**config.mk**
```make
export PLATFORM = sky130hd
export DESIGN_NAME = rx_deserialiser
export DESIGN_NICKNAME = d
export VERILOG_FILES = /design/src/rtl/rx_deserialiser.sv
export SDC_FILE = /design/constraint.sdc
export NUM_CORES = 1
export LEC_CHECK = 0
export ABC_AREA = 1
export CAP_MARGIN = 10
export CELL_PAD_IN_SITES_DETAIL_PLACEMENT = 0
export CELL_PAD_IN_SITES_GLOBAL_PLACEMENT = 1
export CORE_ASPECT_RATIO = 1.75
export CORE_MARGIN = 5
export CORE_UTILIZATION = 43
export CTS_CLUSTER_SIZE = 28
export DETAILED_ROUTE_END_ITERATION = 8
export MAX_ROUTING_LAYER = met4
export PLACE_DENSITY = 0.89
export SYNTH_ARGS = -nofsm -noshare
export SYNTH_HDL_FRONTEND = slang
export SYNTH_SLANG_ARGS = --single-unit
```
**constraint.sdc**
```tcl
create_clock -name clk -period 3.75 [get_ports clk]
set_clock_uncertainty 0.05 [all_clocks]
set_input_delay 0.75 -clock clk [delete_from_list [all_inputs] [get_ports clk]]
set_output_delay 0.75 -clock clk [all_outputs]
set_load 0.02 [all_outputs]
```
**src/rtl/rx_deserialiser.sv**
```systemverilog
// -----------------------------------------------------------------------------
// rx_deserialiser
//
// Turns the bit-by-bit Rx stream from the Miller decoder into the byte-by-byte
// Rx stream used by frame decoding and CRC checking. Bits are packed into
// bytes (LSB first by default). A full byte is emitted after every 8th bit. A
// trailing partial byte is emitted at end of communication, together with
// its bit count. SOC, EOC and error events are forwarded. Every output is
// registered and responds one cycle after the input event that causes it.
//
// Parameters:
//   LSB_FIRST      1: first received bit lands in out_data[0]; 0: in out_data[7]
//
// Ports:
//   clk            system clock, all logic on posedge
//   rst            asynchronous, active-high reset
//   in_soc         bit stream: start of communication (pulse)
//   in_eoc         bit stream: end of communication (pulse)
//   in_data        bit stream: received bit, qualified by in_data_valid
//   in_data_valid  bit stream: in_data valid (pulse)
//   in_error       bit stream: decode error (pulse)
//   out_soc        byte stream: start of communication (pulse)
//   out_eoc        byte stream: end of communication (pulse)
//   out_data       byte stream: assembled byte, held while out_data_valid=0
//   out_data_valid byte stream: out_data valid (pulse)
//   out_data_bits  byte stream: valid bits in out_data, 0 means 8
//   out_error      byte stream: error (pulse)
// -----------------------------------------------------------------------------
module rx_deserialiser #(
    parameter bit LSB_FIRST = 1'b1
) (
    input  logic       clk,
    input  logic       rst,
    input  logic       in_soc,
    input  logic       in_eoc,
    input  logic       in_data,
    input  logic       in_data_valid,
    input  logic       in_error,
    output logic       out_soc,
    output logic       out_eoc,
    output logic [7:0] out_data,
    output logic       out_data_valid,
    output logic [2:0] out_data_bits,
    output logic       out_error
);

    typedef enum logic [1:0] {
        IDLE = 2'd0,
        RX   = 2'd1,
        ERR  = 2'd2
    } state_t;

    state_t      state, state_nxt;
    logic [2:0]  cnt, cnt_nxt;
    logic [7:0]  shift_buf, shift_buf_nxt;

    logic        soc_nxt, eoc_nxt, valid_nxt, error_nxt;
    logic [7:0]  data_nxt;
    logic [2:0]  bits_nxt;

    logic [2:0]  bit_pos;
    logic [7:0]  buf_with_bit;

    // The buffer is cleared at every byte boundary, so each position is
    // written exactly once and OR-ing the new bit in is enough. With
    // LSB_FIRST=0 the unused positions of a partial byte are the low bits,
    // which are still zero.
    assign bit_pos      = LSB_FIRST ? cnt : (3'd7 - cnt);
    assign buf_with_bit = shift_buf | (8'(in_data) << bit_pos);

    // Next-state and next-output logic.
    always_comb begin
        // NOTE: every signal gets a default first so no path leaves it
        // unassigned, which would otherwise infer a latch.
        state_nxt     = state;
        cnt_nxt       = cnt;
        shift_buf_nxt = shift_buf;
        soc_nxt       = 1'b0;
        eoc_nxt       = 1'b0;
        valid_nxt     = 1'b0;
        error_nxt     = 1'b0;
        data_nxt      = out_data;
        bits_nxt      = out_data_bits;

        if (in_soc) begin
            // SOC wins over every other flag and silently drops any
            // partial byte of the previous frame.
            state_nxt     = RX;
            cnt_nxt       = 3'd0;
            shift_buf_nxt = 8'h00;
            soc_nxt       = 1'b1;
        end else begin
            unique case (state)
                IDLE: begin
                    error_nxt = in_error;
                end

                RX: begin
                    if (in_error) begin
                        error_nxt     = 1'b1;
                        cnt_nxt       = 3'd0;
                        shift_buf_nxt = 8'h00;
                        if (in_eoc) begin
                            eoc_nxt   = 1'b1;
                            state_nxt = IDLE;
                        end else begin
                            state_nxt = ERR;
                        end
                    end else if (in_eoc) begin
                        state_nxt     = IDLE;
                        eoc_nxt       = 1'b1;
                        cnt_nxt       = 3'd0;
                        shift_buf_nxt = 8'h00;
                        if (cnt != 3'd0) begin
                            valid_nxt = 1'b1;
                            data_nxt  = shift_buf;
                            bits_nxt  = cnt;
                        end
                    end else if (in_data_valid) begin
                        if (cnt == 3'd7) begin
                            // Byte complete: emit it and start the next one
                            // from an empty buffer on the very next bit.
                            valid_nxt     = 1'b1;
                            data_nxt      = buf_with_bit;
                            bits_nxt      = 3'd0;
                            cnt_nxt       = 3'd0;
                            shift_buf_nxt = 8'h00;
                        end else begin
                            shift_buf_nxt = buf_with_bit;
                            cnt_nxt       = cnt + 3'd1;
                        end
                    end
                end

                ERR: begin
                    error_nxt = in_error;
                    if (in_eoc) begin
                        eoc_nxt   = 1'b1;
                        state_nxt = IDLE;
                    end
                end

                default: begin
                    state_nxt = IDLE;
                end
            endcase
        end
    end

    // State, working registers and registered outputs.
    always_ff @(posedge clk or posedge rst) begin
        if (rst) begin
            state          <= IDLE;
            cnt            <= 3'd0;
            shift_buf      <= 8'h00;
            out_soc        <= 1'b0;
            out_eoc        <= 1'b0;
            out_data       <= 8'h00;
            out_data_valid <= 1'b0;
            out_data_bits  <= 3'd0;
            out_error      <= 1'b0;
        end else begin
            // NOTE: non-blocking assignments so every register samples the
            // values from before this edge, independent of statement order.
            state          <= state_nxt;
            cnt            <= cnt_nxt;
            shift_buf      <= shift_buf_nxt;
            out_soc        <= soc_nxt;
            out_eoc        <= eoc_nxt;
            out_data       <= data_nxt;
            out_data_valid <= valid_nxt;
            out_data_bits  <= bits_nxt;
            out_error      <= error_nxt;
        end
    end

endmodule

```
Yosys cells after proc, flatten, opt, wreduce, memory -nomap -nowiden
Cells that the tools add are included.
W data, S select, Z words.
- flip-flop bits (word level): 28
- input bits: 7
- output and inout bits: 15
- add/sub/neg operators: 1
- equality and inequality tests: 5
- shifts and indexed selects: 1
- mux-type cells: 39
- bitwise logic cells: 3
- reduce and logical (&&, ||, !) cells: 10
- operator list (kind ; count):
    $mux W8 ; 10
    $mux W3 ; 10
    $mux W1 ; 13
    $mux W2 ; 4
    $or A8 B8 Y8 ; 1
    $shl A1 B3 Y8 ; 1
    $pmux W2 S3 ; 1
    $reduce_and A6 Y1 ; 1
    $reduce_bool A2 Y1 ; 3
    $reduce_bool A4 Y1 ; 1
    $reduce_or A2 Y1 ; 2
    $add A3 B1 Y3 const B ; 1
    $eq A3 B3 Y1 const B ; 1
    $reduce_bool A3 Y1 ; 1
    $eq A2 B1 Y1 const B ; 1
    $eq A2 B2 Y1 const B ; 1
    $logic_not A2 Y1 ; 1
    $ne A2 B1 Y1 const B ; 1
    $ne A2 B2 Y1 const B ; 1
    $not A1 Y1 ; 2
    $pmux W1 S2 ; 1
    $reduce_and A2 Y1 ; 1

Logic depth before layout (Yosys ltp)
- depth after elaboration: 8
- depth in mapped cells: 8
- mapped depth without buffers: 8

Least setup slack after synthesis
Ideal clock, no wire load.
- kind: input port to flip-flop
- start point: input in_soc
- end point: register shift_buf[1]
- library setup time: 0.130 ns
- arrival: 1.402 ns
- data required time: 3.570 ns
- setup slack: 2.168 ns
- stages: 6
- path buffers: 2
- cells stage by stage: buf_4 > a21oi_1 > nand2_2 > buf_4 > nand2_1 > a21oi_2
- word-level cells in the longest chain between the ends: 2
- ends and longest elaborated chain (item ; RTL line ; source):
    start: declaration ; 34 ; input logic in_soc,
    $reduce_bool A4 Y1 (no source line) / $reduce_bool A2 Y1 (equally long branches) ; n/a ;
    $reduce_and A2 Y1 (no source line) ; n/a ;
    end signal: assignment ; 167 ; shift_buf <= shift_buf_nxt;
    end: declaration ; 55 ; logic [7:0] shift_buf, shift_buf_nxt;
Several ways; a longest one is shown, not always the timed one.
A chain may end at the register's enable or synchronous reset.

Final worst setup path
- start point: register out_data_bits[2]
- end point: output out_data_bits[2]
- RTL lines (item ; RTL line ; source):
    start: declaration ; 43 ; output logic [2:0] out_data_bits,
    start signal: assignment ; 172 ; out_data_bits <= bits_nxt;
No word-level cell between the ends.

==> flow_metrics.tcl <==
set metrics [dict create \
    status "completed" \
    r2r-end "out_data_bits[0]$_DFFE_PP0P_" \
    cp_num_buf_inv 1 \
    ys_ff_latch 28 \
    synthTopCellsByCount "60 x nand2_1, 28 x dfrtp_1, 15 x inv_1, 15 x nor2_1" \
    worst-setup-path-type "reg -> out" \
    end_kind "primary output" \
    cts_resized 0 \
    p_leak_uw 0.000888 \
    required_ps 2950 \
    fill_cells 356 \
    layout-drive-gt1-share 0.163 \
    worstPathMaxFanout 2 \
    timing.rr.start "bit_pos[1]$_DFFE_PP0P_" \
    synth_edf_count 0 \
    synth_top_area_frac 0.454 \
    die_h_um 89.2 \
    start_kind "register" \
    path_cells "clkdlybuf4s50_1" \
    gr-total-overflow 0 \
    synthArstFlopShare 1.00 \
    wire_per_inst_um 13.3 \
    yosys-top-cells-area "dfrtp_1 45%, nand2_1 15%, ha_1 5.7%" \
    layout.nets 218 \
    min_path_cells 2 \
    first_pass_iters 4 \
    cp_top_family "buffers and inverters" \
    drt_wl_total_um 3310 \
    n_antenna_cell 0 \
    finalSetupViolCount 0 \
    power.share.clock 0.301 \
    die_area_um2 4930 \
    worst_ep_arrival_time_ps 1280 \
    syn_avg_cell_area_um2 8.43 \
    p_switching_uw 187 \
    clkTransAtPathRegs_ps 90 \
    drc_errors 0 \
    yosys.cell_types.count 25 \
    vias 1220 \
    seq_area_um2 701 \
    crit_start "out_data_bits[2]$_DFFE_PP0P_" \
    r2r_cells 7 \
    min_path_type "reg -> reg" \
    worst_slack_ps 1670 \
    grt_max_degree 29 \
    ys_seq_area_frac 0.454 \
    postSynthCellCount 183 \
    dpl_worst_slack_ps 1400 \
    cts_max_path_buffers 2 \
    hold_ws_ps 436 \
    hold_buffers 0 \
    hpwl_um 2520 \
    post-cts-setup-buffers 0 \
    yosysMostFrequentCell "nand2_1" \
    synth_ff_type "dfrtp_1" \
    period_needed_ps 2080 \
    clk-insertion-delay-late_ps 280 \
    cts-buffers-inserted 3 \
    io_pins 22 \
    ys_warn_count 0 \
    cts_sinks 28 \
    pwr-share-seq 0.506 \
    rsz0062_at_grt "no" \
    switching_share 0.291 \
    power.internal_uw 456 \
    critPathMaxStageDelay_ps 630 \
    root_buffer "clkbuf_8" \
    synth_largest_area_cell "dfrtp_1" \
    fmax_mhz 481 \
    cts_tree "done" \
    finalHoldViolations 0 \
    grt_use_total 0.148 \
    grt_pass1_wl_um 5660 \
    cts_htree_levels 1 \
    first_global_vias 1255 \
    period_share 0.554 \
    gp_congestion 0.840 \
    worst_pin_slew_ps 1050 \
    setup_tns_ps 0 \
    rrSetupSlack_ps 2050 \
    antenna_found_initial 0 \
    netlist_area_um2 1540 \
    drtIter0Drc 30 \
    vias_per_cell 4.92 \
    drv_cap 0 \
    fp.coreArea_um2 3430 \
    port_buffers 21 \
    crit_slowest_cell "clkdlybuf4s50_1" \
    area_growth_pct 17.9 \
    multiInputGateArea_um2 712 \
    holdPathEnd "out_data[4]$_DFFE_PP0P_" \
    pwr-share-comb 0.193 \
    postSynthNetCount 197 \
    hold_start "out_data[4]$_DFFE_PP0P_" \
    power.density_nw_per_um2 354 \
    fp.dieW_um 55.3 \
    slew_viol_final 0 \
    slew-limit-headroom 0.297 \
    start_util 0.449 \
    drtAntennaViolNets 0 \
    ir_drop_mv 0.211 \
    rows 28 \
    p_total_uw 644 \
]
[flip-flops by register name, summed over array words and instances, names as in the netlist]
signal and flops:
out_data 8, shift_buf 8, bit_pos 3, out_data_bits 3, state 2, out_data_valid 1, out_eoc 1, out_error 1
out_soc 1
[kinds of logic (layout without fill, tap and decap cells)]
| logic type | count (synthesis) | in the layout | synth area share |
|---|---|---|---|
| AO/OA/AOI/OAI | 18 | 18 | 0.0827 |
| adder cells (fa/ha/maj) | 7 | 7 | 0.0568 |
| buffers and inverters | 27 | 47 | 0.0843 |
| flip-flops | 28 | 28 | 0.454 |
| AND/OR/NAND/NOR | 103 | 103 | 0.322 |
[per-stage QoR]
stage	util	std cells	cell area [um2]
5_1_grt	0.530	248	1820
3_5_place_dp	0.514	244	1760
2_1_floorplan	-	183	1540
4_1_cts	0.530	248	1820
3_3_place_gp	0.514	244	1760
6_report	0.530	248	1820
[layout by cell type, fill, tap and decap left out, types with 2 or more instances in the layout]
| cell type | Yosys | routed |
|---|---|---|
| nand2_1 | 60 | 60 |
| o21ai_1 | 6 | 6 |
| inv_2 | 6 | 6 |
| o21ai_2 | 2 | 2 |
| nor2_2 | 3 | 3 |
| inv_1 | 15 | 15 |
| clkdlybuf4s50_1 | 0 | 21 |
| nand4_1 | 4 | 4 |
| clkbuf_8 | 0 | 4 |
| nand3_1 | 8 | 8 |
| dfrtp_1 | 28 | 28 |
| a21oi_2 | 8 | 8 |
| nand3b_1 | 2 | 2 |
| ha_1 | 7 | 7 |
| nor2_4 | 4 | 4 |
| nand2_2 | 2 | 2 |
| nor2_1 | 15 | 15 |
[worst reg2reg max path, stage by stage, from the launching register on]
cell	delay [ps]
dfrtp_1	520
ha_1	220
ha_1	200
nor2_2	70
nor2_4	170
nand3_4	190
nand2_1	130
o21ai_2	50
[layer usage]
| layer | global-route usage | routed length [um] | up-vias |
|---|---|---|---|
| li1 | - | - | 610 |
| met1 | 0.152 | 1310 | 579 |
| met2 | 0.275 | 1840 | 26 |
| met3 | 0.0217 | 112 | 5 |
| met4 | 0.0708 | 42 | 0 |
| met5 | - | 0 | - |
[power groups by stage]
stage / registers [uW] / clock network [uW] / logic [uW]
2_1_floorplan: 342 / 0 / 72.7
3_3_place_gp: 331 / 0 / 122
3_5_place_dp: 332 / 0 / 126
4_1_cts: 326 / 191 / 127
5_1_grt: 328 / 206 / 139
6_report: 326 / 193 / 124
[how the worst max path moves through the flow]
stage,end,slack [ps],cells past startpoint
floorplan,shift_buf[1]$_DFFE_PP0P_,2170,6
global placement,out_data_bits[0]$_DFFE_PP0P_,1420,6
detailed placement,out_data_bits[0]$_DFFE_PP0P_,1400,6
CTS,out_data_bits[2],1680,1
global route,out_data_bits[0]$_DFFE_PP0P_,1580,6
finish,out_data_bits[2],1670,1
[layout make-up]
cell class	instances	share of cell area
Clock buffer	4	0.0303
Inverter	22	0.0468
Multi-Input combinational cell	128	0.391
Sequential cell	28	0.385
Tap cell	45	0.0309
Timing Repair Buffer	21	0.116
Note: power is estimated with default switching activity, not from simulation.
==> RTL edit 1 (config.mk and constraints unchanged) <==
Take the reset off `shift_buf` and `out_data` and load them in a clocked block of their own.
--- a/src/rtl/rx_deserialiser.sv
+++ b/src/rtl/rx_deserialiser.sv
@@ -153,8 +153,6 @@
             state          <= IDLE;
             cnt            <= 3'd0;
-            shift_buf      <= 8'h00;
             out_soc        <= 1'b0;
             out_eoc        <= 1'b0;
-            out_data       <= 8'h00;
             out_data_valid <= 1'b0;
             out_data_bits  <= 3'd0;
@@ -165,8 +163,6 @@
             state          <= state_nxt;
             cnt            <= cnt_nxt;
-            shift_buf      <= shift_buf_nxt;
             out_soc        <= soc_nxt;
             out_eoc        <= eoc_nxt;
-            out_data       <= data_nxt;
             out_data_valid <= valid_nxt;
             out_data_bits  <= bits_nxt;
@@ -175,4 +171,9 @@
     end
 
+    always_ff @(posedge clk) begin
+        shift_buf <= shift_buf_nxt;
+        out_data  <= data_nxt;
+    end
+
 endmodule
 
Function: differs if rst is asserted again (counterexample within 4 cycles, from zero or initial values and one cycle with rst high); with rst held inactive, the same outputs for 10 cycles.
==> RTL edit 1 against the unedited design <==
- wire length down 9.0%
- first-iteration DRC count down 27%
- worst setup slack worse by 410 ps
- sequential cell count unchanged
- largest cell class is now sequential cells
- count of clock-buffer cells in the layout down 1
- critical endpoint is now out_data[2]
- power up 2.1%
- synthesized area down 6.7%
- final area down 3.9%
==> RTL edit 1: results (changes against the unedited design) <==
Placed design
  – Hpwl dp: 2.41 mm (was 2.52 mm)
  – I/O Buffers: 21 (unchanged)
  – Placed cell area: 1680 um^2 (was 1760 um^2)
  – Gp weighted congestion: 0.888 (was 0.840)

Synthesis
  – Commonest cells post-synth: 50 x nand2_1, 23 x inv_1, 12 x dfrtp_1 (was 60 x nand2_1, 28 x dfrtp_1, 15 x inv_1, 15 x nor2_1)
  – EDFF count, synth: 8 (was 0)
  – Async SR Flop Fraction: 42.9% (was 100%)
  – Yosys cell types: 23 (was 25)
  – Seq/Total Area, Yosys: 48.7% (was 45.4%)
  – Area contributors post-synth: dfrtp_1 21%, edfxtp_1 17%, nand2_1 13%, dfxtp_1 11%, ha_1 6.1% (was dfrtp_1 45%, nand2_1 15%, ha_1 5.7%, a21oi_2 4.5%, inv_1 3.6%)
  – Commonest register cell after synthesis: dfrtp_1 (unchanged)
  – Syn_nets: 187 (was 197)
  – Synth warnings: 0 (unchanged)

Setup path
  – Crit path max fanout: 17 (was 2)
  – Arr. time, crit path: 2390 ps (was 1280 ps)
  – Largest stage delay on the critical path: 910 ps (was 630 ps)
  – Worst-path cell with the longest stage delay: clkdlybuf4s50_1 (unchanged)

Layout
  – Top Registers: out_data (8), shift_buf (8) (unchanged)
  – Nets: 209 (was 218)
  – Layout cells sized above 1: 13.4% (was 16.3%)
  – Diode count: 0 (unchanged)

CTS
  – Htree depth: 1 (unchanged)
  – Post-CTS Setup Inserts: 0 (unchanged)
  – Clk slew on worst S/H paths: 100 ps
  – # resized after CTS: 0 (unchanged)
  – Num CTS Buffers: 3 (unchanged)
  – Clk Latency, worst-skew pair: around 270 ps
  – Clock root buffer: clkbuf_8 (unchanged)
  – Clock tree buffer depth: 2 (unchanged)

Global routing
  – GRT Total Usage: 15.6% (was 14.8%)
  – Vias in the first global route: 1238 (was 1255)
  – Antenna violations before repair: 0 (unchanged)
  – Largest net degree at the start of global routing: 18 (was 29)
  – Global-route wire length before repair: 5.15 mm (was 5.66 mm)

Pwr
  – Leak Pwr: 0.845 nW (was 0.888 nW)
  – Pint: 0.000496 W (was 0.000456 W)
  – Peak supply drop: 0.000279 V (was 0.000211 V)

Route
  – Initial DRT Pass Iterations: 4 (unchanged)
  – Wire length per cell: 12.7 um (was 13.3 um)
  – Drt initial violations: 22 (was 30)
  – Routed vias/inst: 4.84 (was 4.92)

Timing
  – Worst slew margin: 54.5% (was 29.7%)

Hold path
  – Hold Path Class: reg -> reg (unchanged)

Run status
  – Outcome: completed (unchanged)
RTL edit 1: stage by stage:
step | instances | setup slack, ps
2_1_floorplan | 173 | 1980
3_3_place_gp | 233 | 1030
3_5_place_dp | 233 | 982
4_1_cts | 237 | 1280
5_1_grt | 237 | 1140
6_report | 237 | 1260
RTL edit 1: path summary, 6_finish.rpt:
kind                       slack (ps)                to  cells after the start    startpoint
max in group asynchronous        2580  out_data_bits[1]                      2           rst
hold / removal                    420      shift_buf[6]                      2  shift_buf[6]
min in group asynchronous         740        bit_pos[0]                      2           rst
setup / recovery                 1260       out_data[2]                      5        in_eoc
setup reg to reg                 1760       out_data[2]                      6    bit_pos[1]
hold reg to reg                   420      shift_buf[6]                      2  shift_buf[6]
RTL edit 1: layout make-up:
cell class	count	area [um^2]
fillers	322	1430
flip-flops and latches	28	701
multi-input cells	113	607
repair buffers	21	210
inverters	28	105
well taps	43	53.8
clock buffers	3	41.3
clock inverters	1	30.0
RTL edit 1: cells by family after synthesis:
logic type               Yosys count  share of synthesized area [%]
AO/OA/AOI/OAI                     15                           5.30
adder cells (fa/ha/maj)            7                           6.09
buffers and inverters             32                           9.13
flip-flops                        28                           48.7
AND/OR/NAND/NOR                   91                           30.8
RTL edit 1: critical path: cells and delay by family:
family,cells,cell delay [ps]
buffers and inverters,2,1180
AND/OR/NAND/NOR,3,460
RTL edit 1: power groups by stage:
stage | clock [W] | sequential, W | combinational [W]
2_1_floorplan | 0 | 0.000337 | 0.0000624
3_3_place_gp | 0 | 0.000332 | 0.0000965
3_5_place_dp | 0 | 0.000332 | 0.0000988
4_1_cts | 0.000241 | 0.000326 | 0.0000993
5_1_grt | 0.000256 | 0.000327 | 0.000110
6_report | 0.000234 | 0.000326 | 0.0000978
RTL edit 1: per-layer routing:
layer  track usage [%]  share of wire [%]  routed length, um
met5                 -                  0                  0
met4              10.0                4.9                149
met3              1.55                3.2                 96
met2              28.1                 55               1660
met1              14.7                 37               1100
==> RTL edit 2 (same flow settings) <==
Without the edit above. Set the parameter `LSB_FIRST` to 1'b0 (it was 1'b1).
--- a/src/rtl/rx_deserialiser.sv
+++ b/src/rtl/rx_deserialiser.sv
@@ -28,5 +28,5 @@
 // -----------------------------------------------------------------------------
 module rx_deserialiser #(
-    parameter bit LSB_FIRST = 1'b1
+    parameter bit LSB_FIRST = 1'b0
 ) (
     input  logic       clk,
Check against the original RTL: not equivalent (a bounded check fails within 4 cycles, from zero or initial values and one cycle with rst high).
==> RTL edit 2 against the unedited design <==
- power is 5.5% higher
- wire length is 1.3% lower
- final area decreased by 2.2%
- register-to-register slack lost 20 ps
- synthesized area shrank 1.9%
- worst setup slack got worse by 27 ps
- sequential cell count stayed put
- synthesized cell count is 1.6% higher
- critical endpoint is now out_data_bits[1]
==> RTL edit 2: results (changes against the unedited design) <==
Route
  – Drt initial violations: 22 (was 30)
  – Wire length per cell: 13.1 um (was 13.3 um)

Global routing
  – Grt met1 use: 18.1% (was 15.2%)
  – Vias in the first global route: 1317 (was 1255)
  – GRT Total Usage: 16.9% (was 14.8%)
  – Met3 usage: 1.85% (was 2.17%)
  – GRT met2 Usage: 29.4% (was 27.5%)
  – Global-route wire length before repair: 5.81 mm (was 5.66 mm)

Timing
  – Worst slew margin: 30.3% (was 29.7%)
  – Crit path time final: 2110 ps (was 2080 ps)

Placed design
  – Hpwl dp: 2.56 mm (was 2.52 mm)
  – Setup Slack @ Placement: 1360 ps (was 1400 ps)
  – Gp weighted congestion: 0.861 (was 0.840)

Synthesis
  – Seq/Total Area, Yosys: 46.3% (was 45.4%)
  – Syn_nets: 200 (was 197)
  – Area contributors post-synth: dfrtp_1 46%, nand2_1 13%, ha_1 5.8%, inv_1 5.5%, o21ai_1 4.6% (was dfrtp_1 45%, nand2_1 15%, ha_1 5.7%, a21oi_2 4.5%, inv_1 3.6%)
  – Async SR Flop Fraction: 100% (unchanged)
  – Commonest cells post-synth: 52 x nand2_1, 28 x dfrtp_1, 22 x inv_1 (was 60 x nand2_1, 28 x dfrtp_1, 15 x inv_1, 15 x nor2_1)

Hold path
  – Hold path endpoint: out_data_bits[2] (was out_data[4])
  – Min-delay src: out_data_bits[2] (was out_data[4])

CTS
  – Clk slew on worst S/H paths: around 100 ps

Setup path
  – Largest stage delay on the critical path: 670 ps (was 630 ps)
  – Crit end category: flop (was output port)
  – Arr. time, crit path: 2280 ps (was 1280 ps)
  – Register-to-Register Path Depth: 8 (was 7)
  – R2R setup slack: 2030 ps (was 2050 ps)
  – Crit path max fanout: 12 (was 2)

Layout
  – Diode count: 0 (unchanged)
  – Layout cells sized above 1: 7.84% (was 16.3%)
  – Nets: 219 (was 218)

Run status
  – Outcome: completed (unchanged)

Pwr
  – Leak Pwr: 0.914 nW (was 0.888 nW)
  – Peak supply drop: 0.000232 V (was 0.000211 V)
[RTL edit 2: report_power, final]
part           switching, W  leakage (nW)  total, W  internal, W
Sequential       0.00000893         0.381  0.000324     0.000315
Clock             0.0000973        0.0357  0.000240     0.000143
Combinational     0.0000729         0.498  0.000115    0.0000417
[RTL edit 2: cell type report]
class	instances	area, um^2
Inverter	24	95.1
Sequential cell	28	701
Multi-Input combinational cell	127	646
Clock inverter	1	30.0
Fill cell	339	1620
Clock buffer	3	41.3
Timing Repair Buffer	21	210
Tap cell	45	56.3
[RTL edit 2: metal layers]
metal | part of all wire [%] | vias to the layer above
met3 | 2.6 | 10
li1 | - | 624
met2 | 54 | 31
met1 | 40 | 590
met5 | 0 | -
met4 | 3.2 | 0
[RTL edit 2: metrics by stage]
stage          power [W]  utilization, %  instances  hold WS, ps  area [um^2]
3_3_place_gp    0.000444            50.3        245          432         1710
4_1_cts         0.000685            52.4        249          458         1780
5_1_grt         0.000715            52.4        249          502         1780
2_1_floorplan   0.000409               -        186          443         1510
3_5_place_dp    0.000447            50.3        245          434         1710
6_report        0.000679            52.4        249          453         1780
[RTL edit 2: worst min-delay path, stage by stage (launching register included)]
cell and delay [ps]:
dfrtp_1 350, o21ai_1 70, nand2_1 60
[RTL edit 2: cells by family (layout without fill, tap and decap cells)]
family,count (synthesis),in the layout,share of synthesized area [%]
adders and majority gates,7,7,5.78
DFF,28,28,46.3
buffers and inverters,31,49,11.1
and+or+nand+nor,95,95,28.6
AOI/OAI and AO/OA,25,25,8.26
